**config.mk**
```make
export PLATFORM = sky130hd
export DESIGN_NAME = memarb
export DESIGN_NICKNAME = d
export VERILOG_FILES = /design/src/rtl/memarb_pkg.sv /design/src/rtl/memarb_pick.sv /design/src/rtl/memarb.sv
export SDC_FILE = /design/constraint.sdc
export NUM_CORES = 1
export LEC_CHECK = 0
export ABC_AREA = 1
export CAP_MARGIN = 40
export CORE_AREA = 4 4 95 97
export CTS_CLUSTER_DIAMETER = 40
export DETAILED_ROUTE_END_ITERATION = 12
export DIE_AREA = 0 0 99 101
export HOLD_SLACK_MARGIN = 0.12
export PLACE_DENSITY_LB_ADDON = 0.08
export SYNTH_ARGS = -nofsm -noshare
export SYNTH_HDL_FRONTEND = slang
export SYNTH_SLANG_ARGS = --single-unit
```
**constraint.sdc**
```tcl
create_clock -name clk -period 2.7 [get_ports clk]
set_input_delay 0.54 -clock clk [delete_from_list [all_inputs] [get_ports clk]]
set_output_delay 0.54 -clock clk [all_outputs]
set_load 0.02 [all_outputs]
```
**src/rtl/memarb_pkg.sv**
```systemverilog
// Shared definitions for the instruction/data memory arbiter: response tags,
// starvation default and counter helpers.
package memarb_pkg;

  typedef enum logic [1:0] {
    TAG_NONE  = 2'd0,
    TAG_INSTR = 2'd1,
    TAG_DATA  = 2'd2
  } tag_e;

  localparam int STARVE_LIMIT_DEF = 3;
  localparam int STAT_W           = 16;

  // Width needed to hold 0..limit; never narrower than one bit.
  function automatic int starve_w(input int limit);
    return (limit < 1) ? 1 : $clog2(limit + 1);
  endfunction

  function automatic logic [STAT_W-1:0] sat_inc(input logic [STAT_W-1:0] v);
    return (&v) ? v : v + 1'b1;
  endfunction

endpackage

```
**src/rtl/memarb_pick.sv**
```systemverilog
// Purpose: combinational grant pick between instruction and data requesters.
// Latency: zero cycles, pure combinational.
// Backpressure: a denied requester simply sees gnt low and holds its request.
module memarb_pick #(
  parameter int               CNT_W = 2,
  parameter logic [CNT_W-1:0] LIMIT = 2'd3
) (
  input  logic             i_req,
  input  logic             d_req,
  input  logic [CNT_W-1:0] starve_cnt,
  output logic             i_gnt,
  output logic             d_gnt
);

  logic starved;

  // Data wins contention unless the instruction side has waited its limit.
  assign starved = (starve_cnt == LIMIT);
  assign i_gnt   = i_req & (~d_req | starved);
  assign d_gnt   = d_req & ~i_gnt;

endmodule

```
**src/rtl/memarb.sv**
```systemverilog
// Purpose: arbitrate an instruction and a data port onto one single-port memory;
// latency: grant in request cycle, read data one cycle later; backpressure: denied req held.
// Optional statistics counters are built only when MEMARB_STATS_EN is defined.
module memarb
  import memarb_pkg::*;
#(
  parameter int ADDR_W       = 24,
  parameter int DATA_W       = 24,
  parameter int STARVE_LIMIT = STARVE_LIMIT_DEF
) (
  input  logic              clk,
  input  logic              rst,
  input  logic              i_req,
  input  logic [ADDR_W-1:0] i_addr,
  output logic              i_gnt,
  output logic              i_rvalid,
  output logic [DATA_W-1:0] i_rdata,
  input  logic              d_req,
  input  logic              d_we,
  input  logic [ADDR_W-1:0] d_addr,
  input  logic [DATA_W-1:0] d_wdata,
  output logic              d_gnt,
  output logic              d_rvalid,
  output logic [DATA_W-1:0] d_rdata,
  output logic [ADDR_W-1:0] mem_addr,
  output logic              mem_we,
  output logic [DATA_W-1:0] mem_wdata,
  input  logic [DATA_W-1:0] mem_rdata,
  output logic [STAT_W-1:0] stat_i,
  output logic [STAT_W-1:0] stat_d,
  output logic [STAT_W-1:0] stat_conflict
);

  localparam int               CNT_W = starve_w(STARVE_LIMIT);
  localparam logic [CNT_W-1:0] LIMIT = CNT_W'(STARVE_LIMIT);

  logic [CNT_W-1:0] starve_cnt;
  logic             pick_i;
  logic             pick_d;
  tag_e             tag_q;
  tag_e             tag_d;

  memarb_pick #(
    .CNT_W (CNT_W),
    .LIMIT (LIMIT)
  ) u_pick (
    .i_req      (i_req),
    .d_req      (d_req),
    .starve_cnt (starve_cnt),
    .i_gnt      (pick_i),
    .d_gnt      (pick_d)
  );

  // Reset masks grants so nothing issued during reset can produce a response.
  assign i_gnt = pick_i & ~rst;
  assign d_gnt = pick_d & ~rst;

  assign mem_addr  = i_gnt ? i_addr : (d_gnt ? d_addr : '0);
  assign mem_we    = d_gnt & d_we;
  assign mem_wdata = d_wdata;

  always_ff @(posedge clk) begin
    if (rst) begin
      starve_cnt <= '0;
    end else if (!i_req || i_gnt) begin
      starve_cnt <= '0;
    end else if (starve_cnt != LIMIT) begin
      starve_cnt <= starve_cnt + 1'b1;
    end
  end

  always_ff @(posedge clk) begin
    if (rst) begin
      tag_q <= TAG_NONE;
    end else begin
      tag_q <= tag_d;
    end
  end

  always_comb begin
    tag_d = TAG_NONE;
    if (i_gnt) begin
      tag_d = TAG_INSTR;
    end else if (d_gnt && !d_we) begin
      tag_d = TAG_DATA;
    end
  end

  assign i_rvalid = ~rst & (tag_q == TAG_INSTR);
  assign d_rvalid = ~rst & (tag_q == TAG_DATA);
  assign i_rdata  = i_rvalid ? mem_rdata : '0;
  assign d_rdata  = d_rvalid ? mem_rdata : '0;

`ifdef MEMARB_STATS_EN
  logic [STAT_W-1:0] cnt_i;
  logic [STAT_W-1:0] cnt_d;
  logic [STAT_W-1:0] cnt_c;

  always_ff @(posedge clk) begin
    if (rst) begin
      cnt_i <= '0;
      cnt_d <= '0;
      cnt_c <= '0;
    end else begin
      if (i_gnt) cnt_i <= sat_inc(cnt_i);
      if (d_gnt) cnt_d <= sat_inc(cnt_d);
      if (i_req && d_req) cnt_c <= sat_inc(cnt_c);
    end
  end

  assign stat_i        = rst ? '0 : cnt_i;
  assign stat_d        = rst ? '0 : cnt_d;
  assign stat_conflict = rst ? '0 : cnt_c;
`else
  assign stat_i        = '0;
  assign stat_d        = '0;
  assign stat_conflict = '0;
`endif

endmodule
```
==> flow_summary.ini <==
[outcome]
status = complete, no violations

[setup_path]
crit_top_cell = clkdlybuf4s50_1
cp.arrival_ns = 2.10
timing.critical_path.fanout_max = 24
path_cells = clkdlybuf4s50_1, nor3_4, inv_4, nor2_1, clkdlybuf4s50_1
cp_top_family = buffers and inverters
slowest_stage = clkdlybuf4s50_1
path_class = input port to output pin
worstPathRequired_ns = 2.16
critPathMaxStageDelay_ns = 0.61
critPathLaunchType = input port
cp_num_buf_inv = 3
cp-end-kind = output pin

[clock_tree]
clk_latency_ns = 0.22
htreeDepth = 1
cts_hold_buffers = 0
cts_sinks = 4
cts.reportedPaths.clkPinSlew_ns = 0.03
cts.path.max_buffers = 2
numCtsBuffers = 3
postCtsSetupRepairBufs = 0
cts_tree = done
cts_root_buf = clkbuf_8

[routing]
routed_wl_um = 6660
viasPerCell = 3.76
wl_per_cell_um = 13.4
drt-pass1-iter-count = 4
first_iter_violations = 32
num_vias = 1864
antenna_left = 0
remaining_drc_errors = 0

[sta]
drv_slew = 0
setup_viol = 0
fmax_mhz = 379
hold_viol = 0
grt_setup_unrepaired = yes
period_minus_slack_ns = 2.64
fin_crit_sh_pct = 97.8
skew_ns = 0.00339

[finish]
final_nets = 495
nFillCells = 884
instances_no_fill = 496
final_util_pct = 36.4
syn2layout_area_growth_pct = 95.2
diodes = 0
drive_gt1_share_pct = 6.65

[power_and_ir_drop]
vdd_drop_max_mv = 0.170
powerDensity_nw_per_um2 = 191
combPwrFrac_pct = 66.9
p_clk_share_pct = 22.0
seqPwrFrac_pct = 11.2
power.switching_uw = 232
p_int_uw = 332
leakage_uw = 0.00219
p_sw_share_pct = 41.1

[yosys]
synth_top_cell_by_area = buf_4
synth-adder-area-share_pct = 0.826
yosysMostFrequentCell = buf_4
synth_common_cells = buf_4, nor2_1, inv_1, nand2_1, nand4_1
synth_area_per_cell_um2 = 5.78
async_reset_ff_share_pct = 0
ys_seq_area_share_pct = 5.28
synth_top_family_by_area = buffers and inverters
synth_compound_area_share_pct = 1.57
synthMuxAreaShare_pct = 0
synth_area_leaders = buf_4, nor2_1, nand4_1
synth_warnings = 0
synth-edff-count = 0
yosys.area.top_type_share_pct = 35.7
ys.flop_type = dfxtp_1
yosys_register_bits = 4
synthXorXnorAreaFrac_pct = 0.578
synth_cell_types = 20
syn_area_um2 = 1520
yosys.area_share.simple_pct = 40.0
postSynthCellCount = 262

[die]
die_area_um2 = 10000
die_w_um = 99
start_util_pct = 18.6
num_rows = 33
core_area_um2 = 8130
top_level_ports = 250
die_y_um = 101

[global_routing]
grt_pass1_vias = 1653
grt_pass1_wl_um = 9160
use_met1_pct = 12.2
gr-max-usage-layer = met2
grt_max_degree = 48
grt_usage_pct = 11.5
globalRouteMet2Util_pct = 21.4
antenna_found_initial = 0
global_route.usage.met3_pct = 3.53
overflow = 0

[place]
dp_cells = 493
gp_congestion = 0.764
io_buffers = 153
dpl.hpwl_um = 5490

[hold_path]
hold_path_class = flip-flop to flip-flop

[run]
cap_violations = 0
metrics by stage:
stage | worst slack, ns | hold WS, ns | TNS, ns | area (um2) | total power (uW)
global route | -0.0437 | 0.577 | -0.0815 | 2960 | 604
detailed placement | -0.103 | 0.522 | -2.04 | 2850 | 458
floorplan | 0.679 | 0.498 | 0 | 1690 | 353
global placement | -0.0770 | 0.525 | -1.60 | 2850 | 459
finish | 0.0602 | 0.527 | 0 | 2960 | 564
CTS | -0.0296 | 0.533 | -0.149 | 2850 | 576
power by group through the flow:
stage	Combinational, uW	Sequential (uW)	Clock [uW]
2_1_floorplan	290	63.3	0
3_3_place_gp	395	63.6	0
3_5_place_dp	394	63.6	0
4_1_cts	383	62.8	130
5_1_grt	407	63.2	134
6_report	377	63.0	124
state kept, by name, summed over array words and instances, names as in the netlist:
signal and count:
tag_q 2, starve_cnt 2
cell usage in the layout (no fill, tap or decap), types with 3 or more instances in the layout:
master,instances
clkdlybuf4s50_1,83
conb_1,48
nand3_1,24
nor2_1,54
dfxtp_1,4
clkbuf_8,3
dlymetal6s2s_1,39
nand4_1,25
nand2_1,27
buf_12,4
inv_1,28
inv_2,3
buf_4,11
dlygate4sd2_1,30
what timing repair did:
action                     in CTS  in global routing
setup endpoints to repair      54                 43
gates resized for setup        31                 40
pin swaps                       1                  0
routing by layer:
| metal | vias to the layer above | share of wire (%) |
|---|---|---|
| li1 | 957 | - |
| met1 | 785 | 36 |
| met2 | 103 | 53 |
| met3 | 19 | 8.9 |
| met4 | 0 | 2.4 |
| met5 | - | 0 |
worst reg2reg max path, cell delays in order, from the launching register on:
cell and delay, ns:
dfxtp_1 0.33, ha_1 0.30, inv_2 0.08, nand2_2 0.11, buf_4 0.11, nand2_1 0.05
nor2_1 0.08
final timing paths:
kind                 start       endpoint  slack [ns]  depth (start not counted)
min reg2reg  starve_cnt[0]  starve_cnt[0]        0.53                          2
min          starve_cnt[0]  starve_cnt[0]        0.53                          2
max                    rst     i_rdata[5]        0.06                          5
max reg2reg  starve_cnt[0]       tag_q[0]        1.57                          6
cell families after synthesis:
family	count (synthesis)
buffers and inverters	120
DFF	4
adders and majority gates	1
xor gates and xnor gates	1
other	1
and+or+nand+nor	133
AOI/OAI and AO/OA	2
final cells by class:
cell class	instances	area [um2]	area share (%)
Clock buffer	3	41.3	1.40
Inverter	32	123	4.15
Multi-Input combinational cell	185	838	28.3
Sequential cell	4	80.1	2.71
Tap cell	105	131	4.44
Timing Repair Buffer	167	1740	59.0
(Power assumes the default switching activity.)
